<file path="src/rtl/pipe_skid_reg.sv">
// Two-entry skid register for pipeline stage boundaries. The main entry drives the
// outputs directly, and in_ready is a flop, so out_ready has no combinational path to it.
module pipe_skid_reg #(
    parameter int unsigned DATA_W       = 32,
    parameter bit          ZERO_INVALID = 1'b1
) (
    input  logic              clk,
    input  logic              reset,
    input  logic              flush,
    input  logic              in_valid,
    input  logic [DATA_W-1:0] in_data,
    output logic              in_ready,
    output logic              out_valid,
    output logic [DATA_W-1:0] out_data,
    input  logic              out_ready,
    output logic [1:0]        occupancy
);

    logic              mv_q, mv_d;
    logic              sv_q, sv_d;
    logic              rdy_q, rdy_d;
    logic [DATA_W-1:0] m_q, m_d;
    logic [DATA_W-1:0] s_q, s_d;
    logic              accept, drain;

    assign accept = in_valid & rdy_q;
    assign drain  = mv_q & out_ready;

    always_comb begin
        mv_d = mv_q;
        sv_d = sv_q;
        m_d  = m_q;
        s_d  = s_q;
        if (flush) begin
            mv_d = 1'b0;
            sv_d = 1'b0;
            if (ZERO_INVALID) begin
                m_d = '0;
                s_d = '0;
            end
        end else if (sv_q) begin
            // in_ready is low while the skid entry is full, so only a drain can happen here
            if (drain) begin
                m_d  = s_q;
                sv_d = 1'b0;
                if (ZERO_INVALID) s_d = '0;
            end
        end else if (!mv_q) begin
            if (accept) begin
                m_d  = in_data;
                mv_d = 1'b1;
            end
        end else begin
            if (accept && drain) begin
                m_d = in_data;
            end else if (accept) begin
                s_d  = in_data;
                sv_d = 1'b1;
            end else if (drain) begin
                mv_d = 1'b0;
                if (ZERO_INVALID) m_d = '0;
            end
        end
        rdy_d = ~sv_d;
    end

    always_ff @(posedge clk or negedge reset) begin
        if (!reset) begin
            mv_q  <= 1'b0;
            sv_q  <= 1'b0;
            rdy_q <= 1'b1;
            m_q   <= '0;
            s_q   <= '0;
        end else begin
            mv_q  <= mv_d;
            sv_q  <= sv_d;
            rdy_q <= rdy_d;
            m_q   <= m_d;
            s_q   <= s_d;
        end
    end

    assign in_ready  = rdy_q;
    assign out_valid = mv_q;
    assign out_data  = m_q;
    assign occupancy = {mv_q & sv_q, mv_q ^ sv_q};

endmodule

</file>
<file path="config.mk">
export PLATFORM = sky130hd
export DESIGN_NAME = pipe_skid_reg
export DESIGN_NICKNAME = d
export VERILOG_FILES = /design/src/rtl/pipe_skid_reg.sv
export SDC_FILE = /design/constraint.sdc
export NUM_CORES = 1
export LEC_CHECK = 0
export ABC_AREA = 1
export CORE_MARGIN = 10
export CORE_UTILIZATION = 51
export DETAILED_ROUTE_END_ITERATION = 10
export PLACE_DENSITY = 0.83
export REMOVE_ABC_BUFFERS = 1
export SLEW_MARGIN = 25
export SYNTH_ARGS = -nofsm -noshare
export SYNTH_HDL_FRONTEND = slang
export SYNTH_SLANG_ARGS = --single-unit
</file>
<file path="constraint.sdc">
create_clock -name clk -period 3.4 [get_ports clk]
set_input_delay 0.85 -clock clk [delete_from_list [all_inputs] [get_ports clk]]
set_output_delay 0.85 -clock clk [all_outputs]
set_load 0.02 [all_outputs]
</file>
==> run_results.csv <==
group,metric,value,unit
run_status,outcome,"complete, no violations",
finish,area_growth,25.2,%
clock_network,cts-root-buf,"clkbuf_8",
global_route,grt_overflow,0,
clock_network,cts_resized,0,
global_route,antenna_found_initial,0,
power_and_ir_drop,powerDensity,448,nW/µm²
floorplanning,fp-row-count,30,
routing,wl,9.54,mm
global_route,grt_pass1_wl,16.2,mm
timing,max_slew_margin,0.477,
synthesis,post_synth_inst_count,497,
clock_network,cts_tree,"done",
finish,diodes,0,
global_route,grt_use_total,0.176,
timing,max_freq,389,MHz
routing,via_per_inst,5.44,
finish,fin_util,0.659,
timing,worst-slew-pin-transition,0.782,ns
synthesis,yosysSeqAreaShare,0.469,
synthesis,synth_top_area_cell,"dfrtp_1",
clock_network,cts_hold_buf,0,
routing,first_pass_iters,5,
global_route,grt_pass1_vias,3475,
timing,setup_tns,0,ns
timing,finalSetupViolations,0,
timing,rsz0062_at_grt,"false",
timing,fin_crit_sh,0.755,
place,place_ws,0.628,ns
finish,fillers,604,
power_and_ir_drop,ir_worst_vdd,0.000216,V
finish,fin_area,4480,µm²
clock_network,cts_buffer_depth,2,
clock_network,clock_sinks,67,
synthesis,syn_area_per_cell,7.20,µm²
synthesis,synth_cell_types,19,
floorplanning,dieWidth,104,µm
synthesis,synthTopCellsByArea,"dfrtp_1, nand2_1, nand3_1, nand4_1, buf_2",
clock_network,h-tree-depth,3,
setup_path,cp_data_required_time,2.55,ns
routing,drt_iter0_drc,314,
worst_hold_path,hp-class,"input pin to async pin",
place,gp_congestion,0.802,
clock_network,cts_inserted_buffers,9,
timing,skew,0.00695,ns
timing,maxSlewViolCount,0,
routing,dr_total_vias,3559,
floorplanning,core-area,6790,µm²
routing,drt.antenna.violating_nets,0,
setup_path,r2r_start,"sv_q",
timing,fin_crit,2.57,ns
finish,drive_above_1_share,0.0663,
place,dpl.hpwl,6.18,mm
synthesis,synth_warnings,0,
timing,hold_violations,0,
place,placed_area,4280,µm²
setup_path,crit_type,"flip-flop to output port",
job,maxCapViolCount,0,
setup_path,critPathCaptureType,"output port",
routing,routedWlPerCell,14.6,µm
synthesis,synth_area,3580,µm²
timing,setup_ws,0.831,ns
setup_path,crit_fanout,7,
setup_path,critPathLaunchType,"flip-flop",
global_route,grt_max_degree,42,
floorplanning,initial_utilization,0.527,
synthesis,ys_seq_elements,67,
floorplanning,pin_count,73,
routing,drc,0,
power_and_ir_drop,power.leakage,2.41,nW
clock_network,clock_latency,0.34,ns
setup_path,startpoint,"out_valid",
power_and_ir_drop,p_total,2.01,mW
synthesis,synth_largest_type_area_fraction,0.462,
floorplanning,die_area,10800,µm²
clock_network,post_cts_buffers,0,
floorplanning,fp.dieH,104,µm
clock_network,cts.reportedPaths.clkPinSlew,0.07,ns
place,port_buffers,72,
finish,final_net_count,591,
setup_path,worstPathArrival,1.72,ns
[path summary, 6_finish.rpt]
| kind | slack, ns | cells past startpoint | end |
|---|---|---|---|
| worst max-delay path | 0.83 | 2 | occupancy[0] |
| worst min-delay path | 0.48 | 1 | s_q[6] |
| worst max register to register | 1.25 | 7 | s_q[2] |
| worst min register to register | 0.51 | 2 | out_data[21] |
| max in group asynchronous | 2.22 | 2 | in_ready |
| min in group clk | 0.51 | 2 | out_data[21] |
[power breakdown]
part	internal, mW	switching (mW)
clock network	0.355	0.299
logic	0.175	0.264
registers	0.871	0.0420
[cells in the mapped netlist]
cell type  number
nand2_1       220
dfrtp_1        66
nand3_1        65
nor2_1         37
nand4_1        36
buf_2          28
inv_1          15
nor3_1          9
buf_4           5
inv_2           4
buf_6           2
clkbuf_1        2
nand2_2         2
a21oi_2         1
dfstp_2         1
ha_1            1
nor2_2          1
o21ai_0         1
o21ai_4         1
[cells in the final DEF, fill, tap and decap left out]
cell type and n:
a21oi_2 1, buf_4 11, bufinv_16 1, clkbuf_1 1
clkbuf_8 10, clkdlybuf4s50_1 71, clkinv_2 3, clkinvlp_4 1
dfrtp_1 66, dfstp_2 1, ha_1 1, inv_1 15
inv_2 4, nand2_1 219, nand2_2 3, nand3_1 65
nand4_1 36, nor2_1 37, nor2_2 1, nor3_1 9
o21ai_0 1, o21ai_4 1
[routing by layer]
metal,vias to the layer above,track usage,part of all wire
met5,-,0,0
met2,150,0.282,0.48
met1,1684,0.218,0.42
li1,1708,-,-
met3,17,0.0403,0.077
met4,0,0.0865,0.020
[flip-flops by register name (all words and copies together) (netlist names)]
name       flops
out_valid      1
sv_q           1
s_q           32
out_data      32
in_ready       1
[through the flow]
step	hold slack, ns	cells
after global placement	0.492	638
after CTS	0.515	654
after detailed placement	0.494	638
after floorplan	0.485	460
after global routing	0.519	654
final	0.480	654
[final cells by class]
class                           count  area, µm²  share of cell area
Inverter                           19       71.3              0.0159
Timing Repair Buffer               82        793               0.177
Sequential cell                    67       1680               0.374
Multi-Input combinational cell    374       1620               0.362
Clock inverter                      5       52.6              0.0117
Tap cell                           96        120              0.0268
Clock buffer                       11        141              0.0316
[cells by family after synthesis]
family,Yosys count,synth area share
buffers and inverters,56,0.0780
DFF,67,0.469
AOI/OAI and AO/OA,3,0.00839
and+or+nand+nor,370,0.441
adders and majority gates,1,0.00350
[critical path: stages (launching register included)]
cell             delay (ns)
dfrtp_1                0.47
ha_1                   0.32
clkdlybuf4s50_1        0.60
Note: power is estimated with default switching activity, not from simulation.
